<file path="config.mk">
export PLATFORM = sky130hd
export DESIGN_NAME = ps2_rx_frame_fifo
export DESIGN_NICKNAME = d
export VERILOG_FILES = /design/src/rtl/ps2_rx_pkg.sv /design/src/rtl/ps2_rx_fifo.sv /design/src/rtl/ps2_rx_frame_fifo.sv
export SDC_FILE = /design/constraint.sdc
export NUM_CORES = 1
export LEC_CHECK = 0
export BUFFER_PORTS_ARGS = -buffer_cell sky130_fd_sc_hd__buf_2
export CAP_MARGIN = 15
export CORE_MARGIN = 10
export CORE_UTILIZATION = 34
export CTS_CLUSTER_SIZE = 20
export DETAILED_ROUTE_END_ITERATION = 10
export SLEW_MARGIN = 40
export SYNTH_ARGS = -nofsm -noshare
export SYNTH_HDL_FRONTEND = slang
export SYNTH_HIERARCHICAL = 1
export SYNTH_SLANG_ARGS = --single-unit
</file>
<file path="constraint.sdc">
create_clock -name clk -period 3.9 [get_ports clk]
set_clock_uncertainty 0.15 [all_clocks]
set_input_delay 0.585 -clock clk [delete_from_list [all_inputs] [get_ports clk]]
set_output_delay 0.585 -clock clk [all_outputs]
set_load 0.01 [all_outputs]
</file>
<file path="src/rtl/ps2_rx_pkg.sv">
// ps2_rx_pkg: state encoding and frame bit positions shared by the PS/2 receiver files.
package ps2_rx_pkg;
  typedef enum logic [1:0] {IDLE, DATA, CHECK} state_t;
  localparam int FRAME_BITS = 11;
  localparam int START_BIT  = 0;
  localparam int DATA_LSB   = 1;
  localparam int DATA_MSB   = 8;
  localparam int PARITY_BIT = 9;
  localparam int STOP_BIT   = 10;
endpackage

</file>
<file path="src/rtl/ps2_rx_fifo.sv">
// ps2_rx_fifo: first-word-fall-through byte FIFO; head byte is visible on dout while not empty.
module ps2_rx_fifo #(
  parameter int FIFO_DEPTH = 4
) (
  input  logic                          clk,
  input  logic                          reset,
  input  logic                          push,
  input  logic                          pop,
  input  logic [7:0]                    din,
  output logic [7:0]                    dout,
  output logic                          empty,
  output logic                          full,
  output logic [$clog2(FIFO_DEPTH):0]   count
);
  localparam int AW = $clog2(FIFO_DEPTH);
  logic [7:0]  mem_q [FIFO_DEPTH];
  logic [7:0]  mem_d [FIFO_DEPTH];
  logic [AW-1:0] wr_q, wr_d, rd_q, rd_d;
  logic [AW:0] cnt_q, cnt_d;
  logic push_ok, pop_ok;
  assign empty   = cnt_q == '0;
  assign full    = cnt_q == (AW+1)'(FIFO_DEPTH);
  assign count   = cnt_q;
  assign dout    = mem_q[rd_q];
  assign pop_ok  = pop && !empty;
  // a full FIFO still accepts a push when the same cycle pops
  assign push_ok = push && (!full || pop_ok);
  always_comb begin
    mem_d = mem_q;
    if (push_ok) mem_d[wr_q] = din;
    wr_d  = push_ok ? wr_q + 1'b1 : wr_q;
    rd_d  = pop_ok ? rd_q + 1'b1 : rd_q;
    cnt_d = cnt_q + (AW+1)'(push_ok) - (AW+1)'(pop_ok);
  end
  always_ff @(posedge clk or posedge reset) begin
    if (reset) begin
      mem_q <= '{default: '0};
      wr_q  <= '0;
      rd_q  <= '0;
      cnt_q <= '0;
    end else begin
      mem_q <= mem_d;
      wr_q  <= wr_d;
      rd_q  <= rd_d;
      cnt_q <= cnt_d;
    end
  end
endmodule

</file>
<file path="src/rtl/ps2_rx_frame_fifo.sv">
// ps2_rx_frame_fifo: PS/2 receiver with clock glitch filter, frame checks and a byte FIFO.
// PS2_RX_TIMEOUT_EN adds a mid-frame inactivity abort after TIMEOUT_CYCLES.
module ps2_rx_frame_fifo
  import ps2_rx_pkg::*;
#(
  parameter int FILTER_LEN     = 8,
  parameter int FIFO_DEPTH     = 4,
  parameter int TIMEOUT_CYCLES = 100000
) (
  input  logic                        clk,
  input  logic                        reset,
  input  logic                        ps2data,
  input  logic                        ps2clk,
  input  logic                        rx_en,
  input  logic                        rd_en,
  output logic [7:0]                  dout,
  output logic                        empty,
  output logic                        full,
  output logic [$clog2(FIFO_DEPTH):0] count,
  output logic                        rx_done_tick,
  output logic                        parity_err,
  output logic                        frame_err,
  output logic                        overrun
);
  logic [FILTER_LEN-1:0] filt_q, filt_d;
  logic                  fclk_q, fclk_d, fall_edge;
  logic [1:0]            sync_q, sync_d;
  state_t                state_q, state_d;
  logic [3:0]            n_q, n_d;
  logic [FRAME_BITS-1:0] frame_q, frame_d;
  logic                  chk, frame_ok, parity_ok, push, to_d, to_q;
`ifdef PS2_RX_TIMEOUT_EN
  localparam int TW = $clog2(TIMEOUT_CYCLES) + 1;
  logic [TW-1:0] tmo_q, tmo_d;
`endif
  assign chk          = state_q == CHECK;
  assign frame_ok     = !frame_q[START_BIT] && frame_q[STOP_BIT];
  assign parity_ok    = ^frame_q[PARITY_BIT:DATA_LSB];
  assign push         = chk && frame_ok && parity_ok;
  assign rx_done_tick = chk || to_q;
  assign frame_err    = (chk && !frame_ok) || to_q;
  assign parity_err   = chk && frame_ok && !parity_ok;
  assign overrun      = push && full && !rd_en;
  always_comb begin
    filt_d    = {ps2clk, filt_q[FILTER_LEN-1:1]};
    fclk_d    = &filt_q ? 1'b1 : ~|filt_q ? 1'b0 : fclk_q;
    fall_edge = fclk_q & ~fclk_d;
    sync_d    = {sync_q[0], ps2data};
    state_d   = state_q;
    n_d       = n_q;
    frame_d   = frame_q;
    to_d      = 1'b0;
    if (fall_edge && ((state_q == IDLE && rx_en) || state_q == DATA))
      frame_d = {sync_q[1], frame_q[FRAME_BITS-1:1]};
    if (state_q == IDLE && fall_edge && rx_en) begin
      state_d = DATA;
      n_d     = 4'd9;
    end else if (state_q == DATA && fall_edge) begin
      state_d = n_q == 4'd0 ? CHECK : DATA;
      n_d     = n_q - 4'd1;
    end else if (state_q == CHECK) begin
      state_d = IDLE;
    end
`ifdef PS2_RX_TIMEOUT_EN
    tmo_d = (state_q == DATA && !fall_edge) ? tmo_q + 1'b1 : '0;
    to_d  = state_q == DATA && !fall_edge && tmo_q == TW'(TIMEOUT_CYCLES - 1);
    if (to_d) state_d = IDLE;
`endif
  end
  always_ff @(posedge clk or posedge reset) begin
    if (reset) begin
      filt_q  <= '0;
      fclk_q  <= 1'b0;
      sync_q  <= '0;
      state_q <= IDLE;
      n_q     <= '0;
      frame_q <= '0;
      to_q    <= 1'b0;
`ifdef PS2_RX_TIMEOUT_EN
      tmo_q   <= '0;
`endif
    end else begin
      filt_q  <= filt_d;
      fclk_q  <= fclk_d;
      sync_q  <= sync_d;
      state_q <= state_d;
      n_q     <= n_d;
      frame_q <= frame_d;
      to_q    <= to_d;
`ifdef PS2_RX_TIMEOUT_EN
      tmo_q   <= tmo_d;
`endif
    end
  end
  ps2_rx_fifo #(.FIFO_DEPTH(FIFO_DEPTH)) u_fifo (
    .clk   (clk),
    .reset (reset),
    .push  (push),
    .pop   (rd_en),
    .din   (frame_q[DATA_MSB:DATA_LSB]),
    .dout  (dout),
    .empty (empty),
    .full  (full),
    .count (count)
  );
endmodule

</file>
== After elaboration in Yosys (flattened, before gate mapping) ==
Cells that the tools add are included.

* Add/subtract/negate cells: 5
* Equal/unequal tests: 3
* Bitwise operators: 4
* Mux-type cells: 14
* Magnitude comparators: 3
* Reduce and logical (&&, ||, !) cells: 31

{| class="wikitable"
|+ Operators by type and width
! cell !! number
|-
| $bwmux W32 || 1
|-
| $mux W8 || 3
|-
| $bmux W8 S2 || 1
|-
| $demux W8 S2 || 1
|-
| $logic_and A1 B1 Y1 || 15
|-
| $reduce_xor A9 Y1 || 1
|-
| $mux W2 || 4
|-
| $mux W4 || 2
|-
| $reduce_and A8 Y1 || 1
|-
| $reduce_or A8 Y1 || 1
|-
| $ge A3 B3 Y1 const B || 2
|-
| $logic_not A1 Y1 || 6
|-
| $not A2 Y3 || 2
|-
| $add A2 B1 Y2 const B || 2
|-
| $logic_not A4 Y1 || 1
|-
| $sub A4 B1 Y4 const B || 1
|-
| $add A3 B1 Y3 || 1
|-
| $eq A3 B3 Y1 const B || 1
|-
| $logic_not A3 Y1 || 1
|-
| $lt A3 B1 Y1 const B || 1
|-
| $reduce_bool A3 Y1 || 1
|-
| $sub A3 B1 Y3 || 1
|-
| $eq A2 B1 Y1 const B || 1
|-
| $eq A2 B2 Y1 const B || 1
|-
| 6 further kinds || 8
|}

* Input bits: 6
* Register bits: 67
* Output and inout bits: 17

== Depth between registers and ports, before layout ==
* Depth in word-level cells: 8
* Depth in mapped cells: 9
* Gate-level depth less buffers: 9

== Cells and area by module ==
The synthesis kept the hierarchy.

{| class="wikitable"
|+ By module, submodules not included
! module !! seq. area each (um^2) !! area an instance (um^2) !! instances !! cells an instance
|-
| ps2_rx_fifo || 975.9 || 1,791.7 || 1 || 113
|-
| ps2_rx_frame_fifo || 700.7 || 1,320.0 || 1 || 95
|}

== Worst setup path before layout ==
OpenSTA, ideal clock, no wires.

* Path type: reg-to-reg
* Start point: register frame_q[2]
* End point: register u_fifo.cnt_q[2] (netlist: u_fifo/count[2])
* Setup time: 127 ps
* Slack: 1,236 ps
* Arrival time: 2,387 ps
* Period minus slack after synthesis: 2,664 ps
* Stages on the path, launching flop included: 9
* Path through: dfrtp_1 > xor2_1 > xnor3_1 > mux2i_1 > mux2i_1 > ha_1 > fa_1 > xor2_1 > xnor2_1

* Cells in the longest elaborated chain, start to end: 5

{| class="wikitable"
|+ Ends and longest elaborated chain
! what !! RTL line !! RTL
|-
| start: declaration || ps2_rx_frame_fifo.sv:30 || <nowiki>logic [FRAME_BITS-1:0] frame_q, frame_d;</nowiki>
|-
| start signal: assignment || ps2_rx_frame_fifo.sv:88 || <nowiki>frame_q <= frame_d;</nowiki>
|-
| $reduce_xor A9 Y1 || ps2_rx_frame_fifo.sv:38 || <nowiki>assign parity_ok = ^frame_q[PARITY_BIT:DATA_LSB];</nowiki>
|-
| $logic_and A1 B1 Y1 || ps2_rx_frame_fifo.sv:39 || <nowiki>assign push = chk && frame_ok && parity_ok;</nowiki>
|-
| net push || ps2_rx_frame_fifo.sv:31 || <nowiki>logic chk, frame_ok, parity_ok, push, to_d, to_q;</nowiki>
|-
| $logic_and A1 B1 Y1 || ps2_rx_fifo.sv:27 || <nowiki>assign push_ok = push && (!full || pop_ok);</nowiki>
|-
| $add A3 B1 Y3 || ps2_rx_fifo.sv:33 || <nowiki>cnt_d = cnt_q + (AW+1)'(push_ok) - (AW+1)'(pop_ok);</nowiki>
|-
| $sub A3 B1 Y3 || ps2_rx_fifo.sv:33 ||
|-
| net u_fifo.cnt_d[2] || ps2_rx_fifo.sv:19 || <nowiki>logic [AW:0] cnt_q, cnt_d;</nowiki>
|-
| end signal: assignment || ps2_rx_fifo.sv:45 || <nowiki>cnt_q <= cnt_d;</nowiki>
|-
| end: declaration || ps2_rx_fifo.sv:19 ||
|}

The timed path passes the listed nets, and every way through them passes these cells.
A chain may end at the register's enable or synchronous reset.

== Final worst setup path ==
* Start point: register state_q[0]
* End point: register u_fifo.cnt_q[2] (netlist: u_fifo/count[2])

* Cells in the longest elaborated chain, start to end: 6

{| class="wikitable"
|+ Ends and longest elaborated chain
! what !! RTL line !! RTL
|-
| start: declaration || ps2_rx_frame_fifo.sv:28 || <nowiki>state_t state_q, state_d;</nowiki>
|-
| start signal: assignment || ps2_rx_frame_fifo.sv:86 || <nowiki>state_q <= state_d;</nowiki>
|-
| $eq A2 B2 Y1 || ps2_rx_frame_fifo.sv:36 || <nowiki>assign chk = state_q == CHECK;</nowiki>
|-
| $logic_and A1 B1 Y1 (2 in a row) || ps2_rx_frame_fifo.sv:39 ||
|-
| net push || ps2_rx_frame_fifo.sv:31 ||
|-
| $logic_and A1 B1 Y1 || ps2_rx_fifo.sv:27 ||
|-
| $add A3 B1 Y3 || ps2_rx_fifo.sv:33 ||
|-
| $sub A3 B1 Y3 || ps2_rx_fifo.sv:33 ||
|-
| net u_fifo.cnt_d[2] || ps2_rx_fifo.sv:19 ||
|}

The timed path passes the listed nets, and every way through them passes these cells.

==> load_flow_metrics.sql <==
INSERT INTO impl_metrics (metric_group, metric, value, unit) VALUES
('run_status', 'outcome', 'completed', ''),
('floorplanning', 'floorplan.die_area', '0.0134', 'mm2'),
('timing', 'setup_viol', '0', ''),
('worst_setup_path', 'critical_path.reg2reg.startpoint', 'state_q[0]$_DFFE_PP0P_', ''),
('clocking', 'cts_max_path_buffers', '2', ''),
('worst_setup_path', 'reg2reg_setup_slack', '990', 'ps'),
('floorplanning', 'floorplan.core_area', '0.00881', 'mm2'),
('clocking', 'h-tree-depth', '3', ''),
('logic_synthesis', 'postSynth.asyncResetShare', '100', '%'),
('worst_setup_path', 'cpPeakStageDelay', '560', 'ps'),
('hold_path', 'hold_path.class', 'in2async', ''),
('clocking', 'cts_resized', '0', ''),
('cells_and_area', 'final-instance-count-excl-fill', '352', ''),
('clocking', 'post_cts.repair.setup_buffers', '0', ''),
('worst_setup_path', 'startpoint_type', 'register', ''),
('global_route', 'vias_in_the_first_global_route', '1973', ''),
('timing', 'tightestPinTransition', '591', 'ps'),
('power_and_ir_drop', 'p_leak', '1.71', 'nW'),
('clocking', 'total_of_hold_buffers_inserted_after_clock_tree_synthesis', '0', ''),
('clocking', 'clkSlewWorstSetupHoldPaths', '70', 'ps'),
('worst_setup_path', 'worst_path_max_delay_cell', 'nor4bb_1', ''),
('global_route', 'maximum_number_of_pins_on_one_net_before_global_route_repair', '40', ''),
('cells_and_area', 'share_of_cells_above_drive_strength_1', '43.4', '%'),
('placement', 'portBuffers', '22', ''),
('worst_setup_path', 'crit_arrival', '2980', 'ps'),
('cells_and_area', 'multi_input_area', '0.00138', 'mm2'),
('worst_setup_path', 'critPathBufInv', '0', ''),
('route', 'first_iter_violations', '41', ''),
('worst_setup_path', 'crit_path_max_fanout', '9', ''),
('route', 'vias_per_cell', '4.93', ''),
('worst_setup_path', 'worst-path-stages', '8', ''),
('timing', 'slew-limit-headroom', '60.5', '%'),
('route', 'dr_total_vias', '1735', ''),
('logic_synthesis', 'dominant_combinational_cell_family_by_area_after_synthesis', 'multiplexers', ''),
('route', 'route.detailed.wl_per_inst', '16.3', 'um'),
('worst_setup_path', 'critical-path-top-cell-by-count', 'mux2i_1', ''),
('logic_synthesis', 'fraction_of_the_yosys_area_taken_by_sequential_cells', '53.9', '%'),
('worst_setup_path', 'cp.required', '3970', 'ps'),
('logic_synthesis', 'yosys_warnings', '6', ''),
('logic_synthesis', 'synth.net_count', '222', ''),
('worst_setup_path', 'kind_of_critical_path', 'reg2reg', ''),
('placement', 'hpwlAfterDp', '3990', 'um'),
('logic_synthesis', 'post_synth.cell_area_avg', '15.0', 'um2'),
('global_route', 'antenna_found_initial', '0', ''),
('clocking', 'tritoncts', 'built', ''),
('clocking', 'worstSkewPairLatency', '330', 'ps'),
('logic_synthesis', 'yosys.area_share.simple', '9.65', '%'),
('logic_synthesis', 'synth_compound_gate_area_share', '3.18', '%'),
('timing', 'timing.final.max_slew_violations', '0', ''),
('global_route', 'grt_util_all_layers', '9.55', '%'),
('global_route', 'wire_length_of_the_first_global_routing_pass', '9940', 'um'),
('worst_setup_path', 'crit_chain', 'nor4bb_1, nand2_1, mux2i_1, mux2i_1, ha_1, fa_1, xor2_1, xnor2_1', ''),
('worst_setup_path', 'worstSetupEndpoint', 'u_fifo/count[2]$_DFF_PP0_', ''),
('logic_synthesis', 'synthAdderAreaFrac', '3.46', '%'),
('timing', 'fin_tns_setup', '0', 'ps'),
('power_and_ir_drop', 'max-vdd-ir-drop', '0.341', 'mV'),
('placement', 'gpl.final_weighted_congestion', '0.742', ''),
('timing', 'finalHoldWorstSlack', '171', 'ps'),
('timing', 'max_freq', '344', 'MHz'),
('route', 'detail_route.wirelength', '5740', 'um'),
('logic_synthesis', 'synthesis.area', '0.00311', 'mm2'),
('timing', 'final_hold_viol_count', '0', ''),
('flow_run', 'drv_cap', '0', ''),
('worst_setup_path', 'critPathLaunch', 'state_q[0]$_DFFE_PP0P_', ''),
('placement', 'preCtsSetupSlack', '963', 'ps'),
('logic_synthesis', 'synth.mux.area_fraction', '23.5', '%'),
('timing', 'rsz0062_at_grt', 'no', ''),
('logic_synthesis', 'synth_edf_count', '0', ''),
('cells_and_area', 'regArea', '0.00168', 'mm2'),
('power_and_ir_drop', 'power_per_cell_area', '462', 'mW/mm2'),
('floorplanning', 'die-height', '116', 'um');
[routing by layer]
layer | track usage [%] | part of all wire [%]
met3 | 2.64 | 2.6
met1 | 11.8 | 48
met5 | 0 | 0
met4 | 4.00 | 0.80
met2 | 15.4 | 48
[power breakdown]
group / internal (mW) / total [mW] / switching, mW
clock: 0.377 / 0.636 / 0.259
combinational: 0.108 / 0.192 / 0.0832
sequential: 0.730 / 0.821 / 0.0913
total: 1.22 / 1.65 / 0.433
[sequential cells by signal, summed over array words and instances (netlist names)]
name,flops
fclk_q,1
filt_q,8
frame_q,11
n_q,4
state_q,2
sync_q,2
u_fifo/count,3
u_fifo/mem_q,32
u_fifo/rd_q,2
u_fifo/wr_q,2
[worst min-delay path by stage]
stage,to,depth (start not counted)
global placement,sync_q[1]$_DFF_PP0_,0
global route,sync_q[0]$_DFF_PP0_,1
finish,sync_q[0]$_DFF_PP0_,2
CTS,sync_q[0]$_DFF_PP0_,2
detailed placement,sync_q[1]$_DFF_PP0_,0
floorplan,sync_q[1]$_DFF_PP0_,0
[cell usage after synthesis (2+ instances only)]
master | count | area [um2]
mux4_2 | 8 | 180
nor2b_1 | 4 | 25.0
ha_1 | 7 | 87.6
mux2_4 | 4 | 60.1
nand2_1 | 6 | 22.5
buf_2 | 2 | 10.0
o21ai_0 | 2 | 10.0
or2_2 | 2 | 12.5
mux2_2 | 38 | 428
dfrtp_1 | 67 | 1680
inv_1 | 10 | 37.5
mux2i_1 | 4 | 40.0
nor2_2 | 4 | 25.0
nand3_1 | 2 | 10.0
nor4_2 | 3 | 37.5
xnor3_1 | 2 | 45.0
mux2_1 | 2 | 22.5
xnor2_1 | 6 | 52.6
nand2b_1 | 5 | 31.3
nand4_1 | 2 | 12.5
or4_4 | 2 | 22.5
nor3_1 | 3 | 15.0
xor2_1 | 2 | 17.5
[worst reg2reg max path, cell delays in order (launching register included)]
cell	delay (ps)
dfrtp_1	460
nor4bb_1	560
nand2_1	140
mux2i_1	460
mux2i_1	140
ha_1	220
fa_1	370
xor2_1	160
xnor2_1	130
[logic make-up (layout without fill, tap and decap cells)]
logic type / Yosys count / after routing
simple gates: 41 / 41
fa+ha+maj: 8 / 8
mux: 56 / 56
compound gates: 12 / 12
buf+inv: 13 / 49
flops: 67 / 67
xor+xnor: 11 / 11
[cells in the final DEF, fill, tap and decap left out, types with 2 or more instances in the layout]
master	count
nand2b_1	5
nand4_1	2
nor2b_1	4
ha_1	7
mux2_1	2
xnor3_1	2
nor3_1	3
nand3_1	2
mux2i_1	4
or2_2	2
xnor2_1	6
buf_2	22
o21ai_0	2
xor2_1	2
mux4_2	8
dfrtp_1	67
inv_1	9
clkinvlp_4	2
nand2_1	6
bufinv_16	2
clkbuf_8	10
or4_4	2
mux2_4	4
nor4_2	3
nor2_2	4
mux2_2	38
[cell type report]
cell class | count | share of cell area [%]
Clock buffer | 10 | 3.86
Clock inverter | 6 | 2.49
Inverter | 10 | 1.05
Multi-Input combinational cell | 128 | 38.6
Sequential cell | 67 | 47.0
Tap cell | 108 | 3.79
Timing Repair Buffer | 23 | 3.29
[stage by stage]
stage	cell area, um2	util [%]
after floorplan	3110	-
after global placement	3340	38.0
after detailed placement	3340	38.0
after CTS	3570	40.5
after global routing	3570	40.5
final	3570	40.5
Power figures use the tool's default switching activity.
